--- config.mk ---
export PLATFORM = sky130hd
export DESIGN_NAME = operand_stack
export DESIGN_NICKNAME = d
export VERILOG_FILES = /design/src/rtl/opstack_pkg.sv /design/src/rtl/opstack_spill_ram.sv /design/src/rtl/operand_stack.sv
export SDC_FILE = /design/constraint.sdc
export NUM_CORES = 1
export LEC_CHECK = 0
export CAP_MARGIN = 20
export CORE_ASPECT_RATIO = 1.2
export CORE_MARGIN = 2
export CORE_UTILIZATION = 36
export CTS_BUF_LIST = sky130_fd_sc_hd__clkbuf_16
export DETAILED_ROUTE_END_ITERATION = 8
export PLACE_DENSITY = 0.51
export SETUP_SLACK_MARGIN = 0.4
export SYNTH_ARGS = -nofsm -noshare
export SYNTH_HDL_FRONTEND = slang
export SYNTH_SLANG_ARGS = --single-unit
--- constraint.sdc ---
create_clock -name clk -period 8.95 [get_ports clk]
set_input_delay 2.685 -clock clk [delete_from_list [all_inputs] [get_ports clk]]
set_output_delay 2.685 -clock clk [all_outputs]
set_load 0.1 [all_outputs]
--- src/rtl/opstack_pkg.sv ---
// opstack_pkg: shared op encoding, default sizes and width helpers for the operand stack
package opstack_pkg;
  typedef enum logic [2:0] {
    NOP       = 3'd0,
    PUSH      = 3'd1,
    POP       = 3'd2,
    POP2_PUSH = 3'd3,
    REPL      = 3'd4,
    SWAP      = 3'd5,
    DUP       = 3'd6,
    RSVD      = 3'd7
  } op_e;
  localparam int OPSTACK_WIDTH = 8;
  localparam int OPSTACK_DEPTH = 16;
  function automatic int cnt_w(input int depth);
    return $clog2(depth + 1);
  endfunction
  function automatic int addr_w(input int entries);
    return entries > 1 ? $clog2(entries) : 1;
  endfunction
endpackage

--- src/rtl/opstack_spill_ram.sv ---
// opstack_spill_ram: flop array holding stack entries below top/pen; sync write, async read
module opstack_spill_ram #(
  parameter int WIDTH   = 8,
  parameter int ENTRIES = 14,
  parameter int AW      = 4
) (
  input  logic             clk,
  input  logic             we,
  input  logic [AW-1:0]    waddr,
  input  logic [WIDTH-1:0] wdata,
  input  logic [AW-1:0]    raddr,
  output logic [WIDTH-1:0] rdata
);
  logic [WIDTH-1:0] mem [ENTRIES];
  always_ff @(posedge clk)
    if (we) mem[waddr] <= wdata;
  assign rdata = mem[raddr];
endmodule

--- src/rtl/operand_stack.sv ---
// operand_stack: top/pen held in flops, deeper entries spilled to opstack_spill_ram.
// Define OPSTACK_TRAP_EN to get a sticky err_o on illegal ops; otherwise err_o is tied low.
module operand_stack
  import opstack_pkg::*;
#(
  parameter int WIDTH = OPSTACK_WIDTH,
  parameter int DEPTH = OPSTACK_DEPTH
) (
  input  logic                      clk,
  input  logic                      rst_n,
  input  op_e                       op_i,
  input  logic [WIDTH-1:0]          din_i,
  output logic [WIDTH-1:0]          top_o,
  output logic [WIDTH-1:0]          pen_o,
  output logic [cnt_w(DEPTH)-1:0]   count_o,
  output logic                      empty_o,
  output logic                      full_o,
  output logic                      err_o
);
  localparam int CW = cnt_w(DEPTH);
  localparam int AW = addr_w(DEPTH - 2);
  logic [WIDTH-1:0] top_n, pen_n, rdata, spill;
  logic [CW-1:0]    cnt_n;
  logic [AW-1:0]    waddr, raddr;
  logic             ok, we, two, three;
  assign empty_o = count_o == '0;
  assign full_o  = count_o == CW'(DEPTH);
  assign two     = count_o >= CW'(2);
  assign three   = count_o >= CW'(3);
  // sp = count-2 is the fill level; reads come from sp-1, guarded so the address stays in range
  assign waddr   = AW'(count_o - CW'(2));
  assign raddr   = three ? AW'(count_o - CW'(3)) : '0;
  assign spill   = three ? rdata : '0;
  opstack_spill_ram #(.WIDTH(WIDTH), .ENTRIES(DEPTH - 2), .AW(AW)) u_ram (
    .clk  (clk),
    .we   (we && ok),
    .waddr(waddr),
    .wdata(pen_o),
    .raddr(raddr),
    .rdata(rdata)
  );
  always_comb begin
    ok    = 1'b1;
    we    = 1'b0;
    top_n = top_o;
    pen_n = pen_o;
    cnt_n = count_o;
    case (op_i)
      PUSH:      begin ok = !full_o; top_n = din_i; pen_n = top_o; cnt_n = count_o + CW'(1); we = two; end
      POP:       begin ok = !empty_o; top_n = pen_o; pen_n = spill; cnt_n = count_o - CW'(1); end
      POP2_PUSH: begin ok = two; top_n = din_i; pen_n = spill; cnt_n = count_o - CW'(1); end
      REPL:      begin ok = !empty_o; top_n = din_i; end
      SWAP:      begin ok = two; top_n = pen_o; pen_n = top_o; end
      DUP:       begin ok = !empty_o && !full_o; pen_n = top_o; cnt_n = count_o + CW'(1); we = two; end
      default:   ;
    endcase
  end
  always_ff @(posedge clk or negedge rst_n)
    if (!rst_n) begin
      top_o   <= '0;
      pen_o   <= '0;
      count_o <= '0;
    end else if (ok) begin
      top_o   <= top_n;
      pen_o   <= pen_n;
      count_o <= cnt_n;
    end
`ifdef OPSTACK_TRAP_EN
  always_ff @(posedge clk or negedge rst_n)
    if (!rst_n) err_o <= 1'b0;
    else if (!ok) err_o <= 1'b1;
`else
  assign err_o = 1'b0;
`endif
endmodule

==> results of run 1 <==
-- worst max-delay path, delay by kind of cell (launching register included) --
kind / cells / cell delay [ns]
buf+inv: 3 / 1.63
simple gates: 2 / 0.47
flops: 1 / 0.40
fa+ha+maj: 1 / 0.29
-- metrics by stage --
step	cell area, sq um	cells	util	worst slack, ns
6_report	7252	688	0.4320	3.055
3_3_place_gp	6646	655	0.3959	3.396
4_1_cts	7237	687	0.4311	3.044
2_1_floorplan	6136	421	-	2.789
5_1_grt	7252	688	0.4320	2.919
3_5_place_dp	6646	655	0.3959	3.286
-- how the worst min path moves through the flow --
stage | start | endpoint | slack [ns] | depth (start not counted)
detailed placement | top_o[6] | top_o[6] | 0.52 | 1
CTS | top_o[6] | top_o[6] | 0.54 | 1
finish | top_o[6] | top_o[6] | 0.53 | 1
floorplan | u_ram.mem[8][6] | pen_o[6] | 0.69 | 3
global route | top_o[2] | top_o[2] | 0.57 | 1
global placement | top_o[6] | top_o[6] | 0.52 | 1
-- state kept, by name (all words and copies together), names as in the netlist --
signal / flops
u_ram.mem: 112
pen_o: 8
top_o: 8
count_o: 5
-- cells in the mapped netlist, types with 2 or more instances --
cell                          n  share of area
sky130_fd_sc_hd__or3_1        3         0.0031
sky130_fd_sc_hd__dfrtp_1     21          0.086
sky130_fd_sc_hd__edfxtp_1   112           0.55
sky130_fd_sc_hd__mux4_2       8          0.029
sky130_fd_sc_hd__nor2b_1      3         0.0031
sky130_fd_sc_hd__inv_1       19          0.012
sky130_fd_sc_hd__nor3_2       2         0.0033
sky130_fd_sc_hd__clkinv_1     2         0.0012
sky130_fd_sc_hd__a21oi_1     19          0.015
sky130_fd_sc_hd__o21ai_0     17          0.014
sky130_fd_sc_hd__o21ai_1      3         0.0024
sky130_fd_sc_hd__a21o_1       3         0.0037
sky130_fd_sc_hd__o32ai_1      8          0.011
sky130_fd_sc_hd__buf_6        5         0.0092
sky130_fd_sc_hd__o221a_2      8          0.015
sky130_fd_sc_hd__ha_1         9          0.018
sky130_fd_sc_hd__nand2_1     12         0.0073
sky130_fd_sc_hd__a2bb2oi_1    8          0.011
sky130_fd_sc_hd__xor2_1       2         0.0029
sky130_fd_sc_hd__a311oi_1     8          0.011
sky130_fd_sc_hd__buf_4        4         0.0049
sky130_fd_sc_hd__a31oi_1      8         0.0082
sky130_fd_sc_hd__nand4_1      3         0.0031
sky130_fd_sc_hd__nor4_1       8         0.0082
sky130_fd_sc_hd__nor2_1      18          0.011
sky130_fd_sc_hd__nand3_1     10         0.0082
sky130_fd_sc_hd__xnor2_1      6         0.0086
sky130_fd_sc_hd__mux2i_1     10          0.016
sky130_fd_sc_hd__mux2_2      25          0.046
sky130_fd_sc_hd__buf_2       11         0.0090
sky130_fd_sc_hd__a211oi_1     9          0.011
sky130_fd_sc_hd__and2_1       7         0.0071
-- routing by layer --
metal  share of wire  up-vias  GRT usage
met5               0        -          0
li1                -     1731          -
met4           0.030        0    0.08636
met2            0.49      103     0.2835
met1            0.44     1885     0.2312
met3           0.040       18    0.03533
-- final cells by class --
| class | instances | area [sq um] | area share |
|---|---|---|---|
| sequential | 133 | 3890 | 0.5364 |
| clock inverter | 15 | 165.2 | 0.02277 |
| inverter | 21 | 78.83 | 0.01087 |
| timing repair buffer | 41 | 402.9 | 0.05556 |
| multi-input combinational | 245 | 2019 | 0.2785 |
| tap | 216 | 270.3 | 0.03727 |
| clock buffer | 17 | 425.4 | 0.05866 |
-- logic make-up after synthesis --
| kind of cell | count (synthesis) |
|---|---|
| DFF | 133 |
| and+or+nand+nor | 82 |
| buffers and inverters | 43 |
| AOI/OAI and AO/OA | 99 |
| muxes | 45 |
| other | 1 |
| xor gates and xnor gates | 8 |
| adders and majority gates | 10 |
==> flow_metrics.tcl, run 1 <==
set metrics [dict create \
    vias_in_the_first_global_route 3892 \
    final_min_period_over_clock_period 0.6587 \
    post_cts_resized 0 \
    total_grt_usage 0.1780 \
    max-clock-path-buffers 2 \
    io_pins 37 \
    synth_seq_cells 133 \
    antenna_found_initial 0 \
    critical-path-max-stage-delay_ns 1.14 \
    clock_latency_ns 0.41 \
    async_set_or_reset_flop_fraction_in_the_synthesized_netlist 0.1579 \
    rr_endpoint "pen_o[0]" \
    timing.critical_path.slowest_stage_cell "sky130_fd_sc_hd__clkdlybuf4s50_1" \
    slew_violations 0 \
    synth.net_count 444 \
    detail_route.iter0.violations 216 \
    ys_dominant_reg_cell "sky130_fd_sc_hd__edfxtp_1" \
    layout.cells.most_common_list "112 x sky130_fd_sc_hd__edfxtp_1, 35 x sky130_fd_sc_hd__clkdlybuf4s50_1, 25 x sky130_fd_sc_hd__mux2_2, 21 x sky130_fd_sc_hd__inv_1, 20 x sky130_fd_sc_hd__dfrtp_1" \
    worst_setup_path_startpoint "count_o[0]" \
    cts.sinks 133 \
    skew_ns 0.009617 \
    critical_path_arrival_ns 3.21 \
    rsz_0062_raised_after_global_routing "no" \
    drv_cap 0 \
    ys_types 62 \
    synthesis.instances 421 \
    cp_cell_sequence "clkinv_1 > ha_1 > inv_1 > or3_1 > nor2_1 > clkdlybuf4s50_1" \
    cp-end-kind "output pin" \
    pin_count_of_the_biggest_net_entering_global_routing 50 \
    fraction_of_synthesized_cell_area_in_xor_and_xnor_cells 0.01142 \
    cp-endpoint "full_o" \
    reg2reg_slack_ns 5.28 \
    start_to_end_type_of_the_worst_setup_path "reg -> out" \
    synth.cell_area_sq_mm 0.006136 \
    holdCritPathClass "reg -> reg" \
    count_of_flip_flops_with_a_built_in_enable_after_synthesis 112 \
    postSynthAreaPerCell_sq_um 14.57 \
    largest_fanout_on_the_critical_path 20 \
    initial_utilization 0.3655 \
    nNetsFinal 482 \
    fp.coreArea_sq_mm 0.01679 \
    ctsHtreeMaxLevel 4 \
    rows 52 \
    drtPass1Iterations 5 \
    clkTransAtPathRegs_ns 0.06 \
    die-height_um 147.0 \
    slew_hr 0.3439 \
    die_w_um 123.2 \
    yosys.area_share.adder 0.02162 \
    tightestPinTransition_ns 0.9811 \
    fillers 1582 \
    most_frequent_standard_cell_in_the_layout_excluding_fill_and_tap_cells "sky130_fd_sc_hd__edfxtp_1" \
    compound_cell_area_share_of_the_yosys_netlist 0.1183 \
    ctsRootBufferMaster "sky130_fd_sc_hd__clkbuf_16" \
    final_layout_size_suffix_gt1_frac 0.1992 \
    drt-total-wl_um 15120 \
    tritoncts "done" \
    cts_hold_repair.buffers 0 \
    critical_path.startpoint_type "register" \
    globalRoute.totalOverflow 0 \
    muxShareOfSynthArea 0.09625 \
    ys_warn_count 0 \
    final_hold_violations 0 \
    synth.yosys.seq_area_share 0.6338 \
    area_growth_syn_to_layout_pct 18.19 \
    fin_hold_ws_ns 0.5340 \
    source_of_the_worst_register_to_register_timing_path "count_o[0]" \
    finalWorstPathRequiredPeriod_ns 5.895 \
    fmaxAchievable_mhz 169.6 \
    fp.dieArea_sq_mm 0.01811 \
    vias_per_cell 5.432 \
    grt_pass1_wl_um 23380 \
    worstRegToRegCells 6 \
    cts_buffers 17 \
    gpl.final_weighted_congestion 0.9260 \
    wl_per_cell_um 21.98 \
    totalNegativeSetupSlack_ns 0 \
    worst_ep_required_time_ns 6.27 \
    port-buffer-count 35 \
    cts_post_setup_buffers_inserted 0 \
    vias 3737 \
    hpwl_um 10380 \
    post_synth_and_or_nand_nor_area_fraction 0.08095 \
    n_antenna_cell 0 \
    route.detailed.drc 0 \
    antenna_left 0 \
    setup_viol 0 \
    synth_top_family_by_area "compound AO/OA/AOI/OAI gates" \
    run_status "finished, final reports clean" \
]
Power of run 1 is left out: the tool's default activity adds up to more than one toggle a clock period on the data nets, which glitch-free logic cannot reach.
==> run 2: changes to the inputs <==
- clock period: 8.95 -> 5.8 ns (I/O delays scaled with it)
==> run 2 against run 1 <==
  * Setup slack got worse by 1.5 ns
  * Worst hold slack gained 0.014 ns
  * Clock skew about the same
  * Register-to-register slack worse by 2.8 ns
  * Largest cell class unchanged
  * Flip-flop and latch count did not move
  * Clock-buffer cell count stayed put
  * Sequential share of layout area hardly changed
  * Critical path depth is 5 lower
  * Core utilization hardly changed
  * Via count rose by 3.2%
==> flow_metrics.tcl, run 2 (synthesis results as in run 1) <==
set metrics [dict create \
    timing.critical_path.max_delay_family "buffers and inverters" \
    slew_hr 0.3463 \
    run_status "finished, final reports clean" \
    cts_buffers 17 \
    slew_violations 0 \
    total_grt_usage 0.1863 \
    detail_route.iter0.violations 255 \
    critical_path.startpoint_type "register" \
    drt-total-wl_um 16060 \
    vias_per_cell 5.579 \
    grt_pass1_wl_um 24020 \
    vias 3855 \
    critical_path_arrival_ns 2.54 \
    wl_per_cell_um 23.23 \
    start_to_end_type_of_the_worst_setup_path "reg -> out" \
    tightestPinTransition_ns 0.9774 \
    totalNegativeSetupSlack_ns 0 \
    gpl.final_weighted_congestion 0.9019 \
    vias_in_the_first_global_route 3942 \
    fp.dieArea_sq_mm 0.01811 \
    ctsHtreeMaxLevel 4 \
    die-height_um 147.0 \
    hpwl_um 11140 \
    nNetsFinal 485 \
    cts_post_setup_buffers_inserted 0 \
    cts_hold_repair.buffers 0 \
    globalRoute.totalOverflow 0 \
    worst_slack_ns 1.516 \
    utilization 0.4317 \
    port-buffer-count 35 \
    setup_viol 0 \
    pin_count_of_the_biggest_net_entering_global_routing 48 \
    post_cts_resized 0 \
    rr_endpoint "pen_o[0]" \
    io_pins 37 \
    worstPathBufferInverterCount 1 \
    most_frequent_standard_cell_in_the_layout_excluding_fill_and_tap_cells "sky130_fd_sc_hd__edfxtp_1" \
    antenna_found_initial 0 \
    largestRegisters "u_ram.mem: 112 flops, pen_o: 8 flops, top_o: 8 flops" \
    source_of_the_worst_register_to_register_timing_path "count_o[0]" \
    initial_utilization 0.3655 \
    worst_ep_required_time_ns 4.06 \
    final_min_period_over_clock_period 0.7386 \
    layout.cells.most_common_list "112 x sky130_fd_sc_hd__edfxtp_1, 33 x sky130_fd_sc_hd__clkdlybuf4s50_1, 25 x sky130_fd_sc_hd__mux2_2, 20 x sky130_fd_sc_hd__dfrtp_1" \
    final_hold_violations 0 \
    clkTransAtPathRegs_ns 0.06 \
    final_layout_size_suffix_gt1_frac 0.2126 \
    max-clock-path-buffers 2 \
    post-place-ws_ns 1.118 \
    largest_register_ff_count 112 \
    worst_setup_path_startpoint "pen_o[3]" \
    antenna_left 0 \
    reg2reg_slack_ns 2.51 \
    holdCritPathClass "reg -> reg" \
    cts.sinks 133 \
    fmaxAchievable_mhz 233.4 \
    rows 52 \
    clock_latency_ns 0.41 \
    n_antenna_cell 0 \
    worstHoldPathCells 1 \
    critical-path-max-stage-delay_ns 1.27 \
    drtPass1Iterations 5 \
    timing.hold.worst.start "top_o[6]" \
    worstRegToRegCells 7 \
    die_w_um 123.2 \
    drv_cap 0 \
    timing.critical_path.slowest_stage_cell "sky130_fd_sc_hd__clkdlybuf4s50_1" \
    area_growth_syn_to_layout_pct 18.11 \
    skew_ns 0.009966 \
    rsz_0062_raised_after_global_routing "no" \
    tritoncts "done" \
    ctsRootBufferMaster "sky130_fd_sc_hd__clkbuf_16" \
    route.detailed.drc 0 \
    max_flop_register "u_ram.mem" \
    holdPathEnd "top_o[6]" \
    largest_fanout_on_the_critical_path 17 \
    fp.coreArea_sq_mm 0.01679 \
    cp-end-kind "output pin" \
    cp_cell_sequence "clkdlybuf4s50_1" \
    finalWorstPathRequiredPeriod_ns 4.284 \
]
==> run 2: per-stage QoR <==
stage | instance area (sq um) | std cells | hold WS (ns)
floorplan | 6136 | 421 | 0.6942
global placement | 6664 | 658 | 0.5350
finish | 7247 | 691 | 0.5483
CTS | 7219 | 690 | 0.5559
detailed placement | 6664 | 658 | 0.5358
global route | 7247 | 691 | 0.5753
==> run 2: how the worst max path moves through the flow <==
stage                                   to  slack, ns  depth (start not counted)
after floorplan                     full_o       0.58                          7
after global placement     u_ram.mem[5][4]       1.25                          6
after detailed placement   u_ram.mem[2][1]       1.12                          6
after CTS                         pen_o[5]       1.47                          1
after global routing      u_ram.mem[10][6]       1.29                          6
final                             pen_o[3]       1.52                          1
==> run 2: area by class of cell <==
| type | count | area, sq um |
|---|---|---|
| Inverter | 21 | 78.83 |
| Clock buffer | 17 | 425.4 |
| Fill cell | 1554 | 9539 |
| Tap cell | 216 | 270.3 |
| Clock inverter | 15 | 130.1 |
| Timing Repair Buffer | 44 | 432.9 |
| Sequential cell | 133 | 3890 |
| Multi-Input combinational cell | 245 | 2019 |
==> run 2: routing by layer <==
metal	track usage	vias to the layer above	wire, um
met5	0	-	0
met4	0.1091	0	783
met3	0.02329	40	666
met2	0.3135	147	8177
met1	0.2270	1930	6428
li1	-	1738	-
Power of run 2 is left out for the same reason.
